--- src/rtl/rv32i_regtop_if.sv ---
// Writeback and Decode signal bundle for the RV32I register file.
// slave is the register-file side; master is the pipeline side driving it.
interface rv32i_regtop_if;
    logic        wb_en_in;
    logic [4:0]  wb_reg_in;
    logic [31:0] wb_data_in;
    logic [4:0]  rs1_reg;
    logic [4:0]  rs2_reg;
    logic        rs1_used;
    logic        rs2_used;
    logic        issue_en;
    logic [4:0]  issue_reg;
    logic [31:0] rs1_data;
    logic [31:0] rs2_data;
    logic        stall;

    modport master (
        output wb_en_in, wb_reg_in, wb_data_in,
        output rs1_reg, rs2_reg, rs1_used, rs2_used, issue_en, issue_reg,
        input  rs1_data, rs2_data, stall
    );

    modport slave (
        input  wb_en_in, wb_reg_in, wb_data_in,
        input  rs1_reg, rs2_reg, rs1_used, rs2_used, issue_en, issue_reg,
        output rs1_data, rs2_data, stall
    );
endinterface

--- src/rtl/rv32i_regtop.sv ---
// RV32I register file with two combinational read ports and a per-register pending-write
// scoreboard for RAW stalls. Define REGFILE_BYPASS_EN for same-cycle writeback bypass.
module rv32i_regtop (
    input logic           clk,
    input logic           reset,
    rv32i_regtop_if.slave rf
);
    logic [31:0] regs_q  [1:31];
    logic [1:0]  pend_q  [1:31];
    logic [1:0]  pend_d  [1:31];
    logic [31:0] regs_rd [32];
    logic [1:0]  pend_rd [32];
    logic        wb_qual;
    logic        issue_qual;
    logic        issue_full;
    logic        haz1;
    logic        haz2;

    // Index 0 is hard-wired so every 5-bit address has a defined entry.
    always_comb begin
        regs_rd[0] = '0;
        pend_rd[0] = '0;
        for (int i = 1; i < 32; i++) begin
            regs_rd[i] = regs_q[i];
            pend_rd[i] = pend_q[i];
        end
    end

    assign wb_qual = rf.wb_en_in & (rf.wb_reg_in != 5'd0);

`ifdef REGFILE_BYPASS_EN
    logic wb_hit1;
    logic wb_hit2;
    logic clear1;
    logic clear2;

    // A write retiring the last pending producer releases the reader in the same cycle.
    always_comb begin
        wb_hit1 = wb_qual & (rf.wb_reg_in == rf.rs1_reg);
        wb_hit2 = wb_qual & (rf.wb_reg_in == rf.rs2_reg);
        clear1  = wb_hit1 & (pend_rd[rf.rs1_reg] == 2'd1)
                  & ~(rf.issue_en & (rf.issue_reg == rf.rs1_reg));
        clear2  = wb_hit2 & (pend_rd[rf.rs2_reg] == 2'd1)
                  & ~(rf.issue_en & (rf.issue_reg == rf.rs2_reg));
        rf.rs1_data = wb_hit1 ? rf.wb_data_in : regs_rd[rf.rs1_reg];
        rf.rs2_data = wb_hit2 ? rf.wb_data_in : regs_rd[rf.rs2_reg];
        haz1 = rf.rs1_used & (rf.rs1_reg != 5'd0) & (pend_rd[rf.rs1_reg] != 2'd0) & ~clear1;
        haz2 = rf.rs2_used & (rf.rs2_reg != 5'd0) & (pend_rd[rf.rs2_reg] != 2'd0) & ~clear2;
    end
`else
    always_comb begin
        rf.rs1_data = regs_rd[rf.rs1_reg];
        rf.rs2_data = regs_rd[rf.rs2_reg];
        haz1 = rf.rs1_used & (rf.rs1_reg != 5'd0) & (pend_rd[rf.rs1_reg] != 2'd0);
        haz2 = rf.rs2_used & (rf.rs2_reg != 5'd0) & (pend_rd[rf.rs2_reg] != 2'd0);
    end
`endif

    assign issue_full = rf.issue_en & (rf.issue_reg != 5'd0) & (pend_rd[rf.issue_reg] == 2'd3);
    assign rf.stall   = haz1 | haz2 | issue_full;
    // An issue attempted under stall is dropped.
    assign issue_qual = rf.issue_en & (rf.issue_reg != 5'd0) & ~rf.stall;

    always_comb begin
        for (int i = 1; i < 32; i++) begin
            logic inc;
            logic dec;
            inc = issue_qual & (rf.issue_reg == 5'(i));
            dec = wb_qual & (rf.wb_reg_in == 5'(i));
            pend_d[i] = pend_q[i];
            if (inc && !dec && (pend_q[i] != 2'd3)) begin
                pend_d[i] = pend_q[i] + 2'd1;
            end else if (dec && !inc && (pend_q[i] != 2'd0)) begin
                pend_d[i] = pend_q[i] - 2'd1;
            end
        end
    end

    always_ff @(posedge clk or negedge reset) begin
        if (!reset) begin
            for (int i = 1; i < 32; i++) begin
                regs_q[i] <= '0;
                pend_q[i] <= '0;
            end
        end else begin
            for (int i = 1; i < 32; i++) begin
                pend_q[i] <= pend_d[i];
                if (wb_qual && (rf.wb_reg_in == 5'(i))) begin
                    regs_q[i] <= rf.wb_data_in;
                end
            end
        end
    end
endmodule

--- src/flat_wrapper.sv ---
// flat-port wrapper written by rule: the top's interface ports become plain ports
module rv32i_regtop_flat 
  (clk, reset, rf_wb_en_in, rf_wb_reg_in, rf_wb_data_in, rf_rs1_reg, rf_rs2_reg, rf_rs1_used, rf_rs2_used, rf_issue_en, rf_issue_reg, rf_rs1_data, rf_rs2_data, rf_stall);
  rv32i_regtop_if rf_i ();
  input logic clk;
  input logic reset;
  input wire logic [$bits(rf_i.wb_en_in)-1:0] rf_wb_en_in;
  input wire logic [$bits(rf_i.wb_reg_in)-1:0] rf_wb_reg_in;
  input wire logic [$bits(rf_i.wb_data_in)-1:0] rf_wb_data_in;
  input wire logic [$bits(rf_i.rs1_reg)-1:0] rf_rs1_reg;
  input wire logic [$bits(rf_i.rs2_reg)-1:0] rf_rs2_reg;
  input wire logic [$bits(rf_i.rs1_used)-1:0] rf_rs1_used;
  input wire logic [$bits(rf_i.rs2_used)-1:0] rf_rs2_used;
  input wire logic [$bits(rf_i.issue_en)-1:0] rf_issue_en;
  input wire logic [$bits(rf_i.issue_reg)-1:0] rf_issue_reg;
  output wire logic [$bits(rf_i.rs1_data)-1:0] rf_rs1_data;
  output wire logic [$bits(rf_i.rs2_data)-1:0] rf_rs2_data;
  output wire logic [$bits(rf_i.stall)-1:0] rf_stall;
  assign rf_i.wb_en_in = rf_wb_en_in;
  assign rf_i.wb_reg_in = rf_wb_reg_in;
  assign rf_i.wb_data_in = rf_wb_data_in;
  assign rf_i.rs1_reg = rf_rs1_reg;
  assign rf_i.rs2_reg = rf_rs2_reg;
  assign rf_i.rs1_used = rf_rs1_used;
  assign rf_i.rs2_used = rf_rs2_used;
  assign rf_i.issue_en = rf_issue_en;
  assign rf_i.issue_reg = rf_issue_reg;
  assign rf_rs1_data = rf_i.rs1_data;
  assign rf_rs2_data = rf_i.rs2_data;
  assign rf_stall = rf_i.stall;
  rv32i_regtop u_core (.clk(clk), .reset(reset), .rf(rf_i));
endmodule
--- config.mk ---
export PLATFORM = sky130hd
export DESIGN_NAME = rv32i_regtop_flat
export DESIGN_NICKNAME = d
export VERILOG_FILES = /design/src/rtl/rv32i_regtop_if.sv /design/src/rtl/rv32i_regtop.sv /design/src/flat_wrapper.sv
export SDC_FILE = /design/constraint.sdc
export NUM_CORES = 2
export LEC_CHECK = 0
export BUFFER_PORTS_ARGS = -buffer_cell sky130_fd_sc_hd__buf_4
export CAP_MARGIN = 20
export CORE_ASPECT_RATIO = 1.25
export CORE_MARGIN = 2
export CORE_UTILIZATION = 50
export CTS_CLUSTER_SIZE = 40
export DETAILED_ROUTE_END_ITERATION = 7
export PLACE_DENSITY = 0.66
export SLEW_MARGIN = 20
export SYNTH_ARGS = -nofsm -noshare
export SYNTH_HDL_FRONTEND = slang
export SYNTH_SLANG_ARGS = --single-unit
--- constraint.sdc ---
create_clock -name clk -period 3.6 [get_ports clk]
set_clock_uncertainty 0.05 [all_clocks]
set_input_delay 0 -clock clk [delete_from_list [all_inputs] [get_ports clk]]
set_output_delay 0 -clock clk [all_outputs]
set_load 0.01 [all_outputs]
==> results.sh <==
export IMPL_p_switching_mw=10.2
export IMPL_cp_start_kind="flop"
export IMPL_setup_violations=0
export IMPL_overflow=0
export IMPL_post_dp_hpwl_mm=107
export IMPL_switching_share=0.281
export IMPL_pwr_share_clk=0.346
export IMPL_numCtsBuffers=108
export IMPL_fin_cells=6434
export IMPL_ys_flop_type="dfrtp_1"
export IMPL_synthTopCellsByArea="dfrtp_1 45%, mux4_2 23%, mux2_2 13%"
export IMPL_powerDensity_nw_per_um2=556
export IMPL_grt_pass1_vias=42500
export IMPL_dieArea_um2=119000
export IMPL_async_flop_share=1.00
export IMPL_drv_cap=0
export IMPL_layout_min_cycle_time_ns=3.16
export IMPL_synthToLayoutAreaGrowth_pct=12.7
export IMPL_reg2reg_from="u_core.pend_q[56]$_DFFE_PN0P_"
export IMPL_drt_vias_per_instance=6.56
export IMPL_grt_usage=0.327
export IMPL_fill_cells=9348
export IMPL_drt_iter0_markers=5167
export IMPL_rsz0062_at_grt="false"
export IMPL_synth_top_cell_area_share=0.454
export IMPL_rows=139
export IMPL_syn_nets=4868
export IMPL_hold_depth=4
export IMPL_r2r_setup_slack_ns=0.44
export IMPL_reg2reg_depth=10
export IMPL_period_share=0.878
export IMPL_crit_buf_inv=2
export IMPL_crit_family="buffers and inverters"
export IMPL_drv_slew=0
export IMPL_core_um2=115000
export IMPL_htree_levels=3
export IMPL_comb_power_share=0.217
export IMPL_slowest_delay_ns=0.55
export IMPL_initial_core_util=0.505
export IMPL_clk_insertion_delay_late_ns=0.72
export IMPL_routed_wirelength_mm=191
export IMPL_fmax_ghz=0.316
export IMPL_status="completed"
export IMPL_pwr_share_seq=0.437
export IMPL_die_width_um=309
export IMPL_cp_cell_sequence="mux2_1 > a221oi_1 > nor3_1 > o221ai_2 > nand3_2 > buf_4 > nor4_1 > o21ai_0 > o21ai_1 > dlygate4sd3_1"
export IMPL_hp_start="rf_issue_reg[0]"
export IMPL_io_pin_count=123
export IMPL_ys_seq_elements=1054
export IMPL_yosysWarnings=0
export IMPL_synth_edf_count=0
export IMPL_place_inst=6171
export IMPL_grt_pass1_wl_mm=284
export IMPL_crit_slowest_cell="dlygate4sd3_1"
export IMPL_critPathArrivalTime_ns=3.77
export IMPL_antenna_found_initial=3
export IMPL_internal_power_mw=26.2
export IMPL_ys_seq_area_frac=0.454
export IMPL_critPathRequiredTime_ns=4.21
export IMPL_globalplace_congestion=0.885
export IMPL_drive_gt1_frac=0.361
export IMPL_maxSlewHeadroom=0.276
export IMPL_hp_class="in2reg"
export IMPL_yosysUniqueCellTypes=66
export IMPL_rr_endpoint="u_core.pend_q[53]$_DFFE_PN0P_"
export IMPL_tightest_slew_ns=1.09
export IMPL_multiInputGateArea_um2=30300
export IMPL_vias=42200
export IMPL_path_max_fanout=11
export IMPL_finalHoldViolCount=0
export IMPL_io_buffers=122
export IMPL_wl_per_cell_um=29.7
export IMPL_num_nets_final=4842
export IMPL_synth_top_area_cell="dfrtp_1"
export IMPL_leakage_nw=29.6
export IMPL_synthCells=4810
export IMPL_cts_tree="yes"
export IMPL_cts_clk_slew_worst_paths_ns=0.06
export IMPL_drcViolationCount=0
export IMPL_min_to="u_core.pend_q[55]$_DFFE_PN0P_"
export IMPL_cts_sinks=1054
export IMPL_fp_dieH_um=385
export IMPL_regArea_um2=26400
export IMPL_avgSynthCellArea_um2=12.1
export IMPL_p_total_mw=36.4
export IMPL_path_class="reg2reg"
export IMPL_ir_drop_v=0.000437
export IMPL_antenna_left=0
export IMPL_synth_area_um2=58100
export IMPL_end_kind="flop"
export IMPL_whs_ns=0.0775
export IMPL_root_buffer="clkbuf_16"
export IMPL_first_pass_iters=6
export IMPL_grt_max_degree=137
export IMPL_tns_ns=0
export IMPL_clockBufferDepth=3
cell families after synthesis:
group	after synthesis	synth area share
mux	1277	0.362
compound gates	215	0.0268
buf+inv	456	0.0304
flops	1054	0.454
simple gates	1808	0.127
placed cells by master (no fill, tap or decap), types with 9 or more instances in the layout:
master and count:
nand2_1 1518, dfrtp_1 1054, mux2_2 646, mux4_2 597, buf_4 208, clkbuf_16 112, nor2_1 75, a22o_1 65
dlygate4sd3_1 52, o21ai_0 48, a21oi_1 35, mux2i_1 32, clkbuf_8 29, buf_12 29, nand3_1 27, clkinv_2 25
inv_1 22, nor3_1 21, nor2b_1 21, nor2_4 20, bufinv_16 17, nor4_2 14, clkbuf_1 13, and3_1 12
nor4_1 12, nand2_2 11, nand2b_1 10, and2_1 9, nor3b_1 9
cell type report:
| class | count | share of cell area |
|---|---|---|
| multi-input cells | 3300 | 0.462 |
| flip-flops and latches | 1054 | 0.403 |
| clock buffers | 154 | 0.0496 |
| repair buffers | 298 | 0.0427 |
| well taps | 1551 | 0.0296 |
| clock inverters | 52 | 0.0113 |
| inverters | 22 | 0.00126 |
| diodes | 3 | 0.000115 |
flip-flops by register name, indices dropped and copies added (netlist names):
signal         flops
u_core.regs_q    992
u_core.pend_q     62
worst min-delay path, cell delays in order:
cell     delay [ns]
buf_4          0.36
nor2_1         0.19
a21oi_1        0.17
o21ai_1        0.07
timing repair:
item / CTS / global route
buffers inserted: 0 / 1
hold endpoints to repair: 1890 / 0
hold buffers: 53 / 0
endpoints found under the setup margin: 0 / 1
resized for setup: 0 / 0
routing by layer:
| layer | global-route usage | vias up | wire length, um |
|---|---|---|---|
| met2 | 0.508 | 2384 | 89100 |
| met4 | 0.164 | 0 | 10300 |
| met3 | 0.0622 | 523 | 18900 |
| met5 | 0 | - | 0 |
| li1 | - | 17200 | - |
| met1 | 0.443 | 22000 | 73000 |
power groups by stage:
stage / Sequential [mW] / Combinational (mW) / Clock (mW)
5_1_grt: 16.2 / 8.48 / 13.2
4_1_cts: 15.8 / 7.89 / 12.7
3_3_place_gp: 15.9 / 7.62 / 0
6_report: 15.9 / 7.89 / 12.6
3_5_place_dp: 16.0 / 7.80 / 0
2_1_floorplan: 15.4 / 5.83 / 0
synth_stat cells (3+ instances only):
master / count
clkbuf_1: 355
o21ai_1: 4
a32o_1: 4
nand2_1: 1537
a211o_1: 3
nor3_1: 23
o21ai_0: 48
nor2_1: 95
a21oi_1: 35
a22o_1: 65
nor4_4: 3
buf_2: 18
o211a_1: 3
nor4_2: 14
nand2b_1: 10
nand3_1: 32
a311oi_1: 6
a211oi_1: 6
nor3b_1: 9
inv_1: 22
nor4_1: 12
dfrtp_1: 1054
mux4_2: 597
mux2i_1: 32
nor2b_1: 21
o31ai_1: 5
o211ai_1: 7
mux2_2: 646
nand3b_1: 8
o21a_1: 3
buf_1: 56
a22oi_1: 3
or3_1: 3
and3_1: 13
or2_2: 3
buf_6: 3
and2_1: 10
through the flow:
stage	util	worst slack [ns]	area (um2)
after floorplan	-	0.997	58100
after global placement	0.529	0.507	60900
after detailed placement	0.529	0.400	60900
after CTS	0.569	0.181	65500
after global routing	0.569	0.239	65500
final	0.569	0.438	65500
how the worst max path moves through the flow:
| stage | startpoint | endpoint | slack, ns | cells past startpoint |
|---|---|---|---|---|
| 3_3_place_gp | u_core.pend_q[16]$_DFFE_PN0P_ | u_core.pend_q[26]$_DFFE_PN0P_ | 0.51 | 9 |
| 6_report | u_core.pend_q[56]$_DFFE_PN0P_ | u_core.pend_q[53]$_DFFE_PN0P_ | 0.44 | 10 |
| 2_1_floorplan | u_core.pend_q[40]$_DFFE_PN0P_ | u_core.pend_q[0]$_DFFE_PN0P_ | 1.0 | 9 |
| 3_5_place_dp | u_core.pend_q[16]$_DFFE_PN0P_ | u_core.pend_q[26]$_DFFE_PN0P_ | 0.40 | 9 |
| 5_1_grt | u_core.pend_q[56]$_DFFE_PN0P_ | u_core.pend_q[53]$_DFFE_PN0P_ | 0.24 | 10 |
| 4_1_cts | u_core.pend_q[16]$_DFFE_PN0P_ | u_core.pend_q[53]$_DFFE_PN0P_ | 0.18 | 10 |
Note: power is estimated with default switching activity, not from simulation.
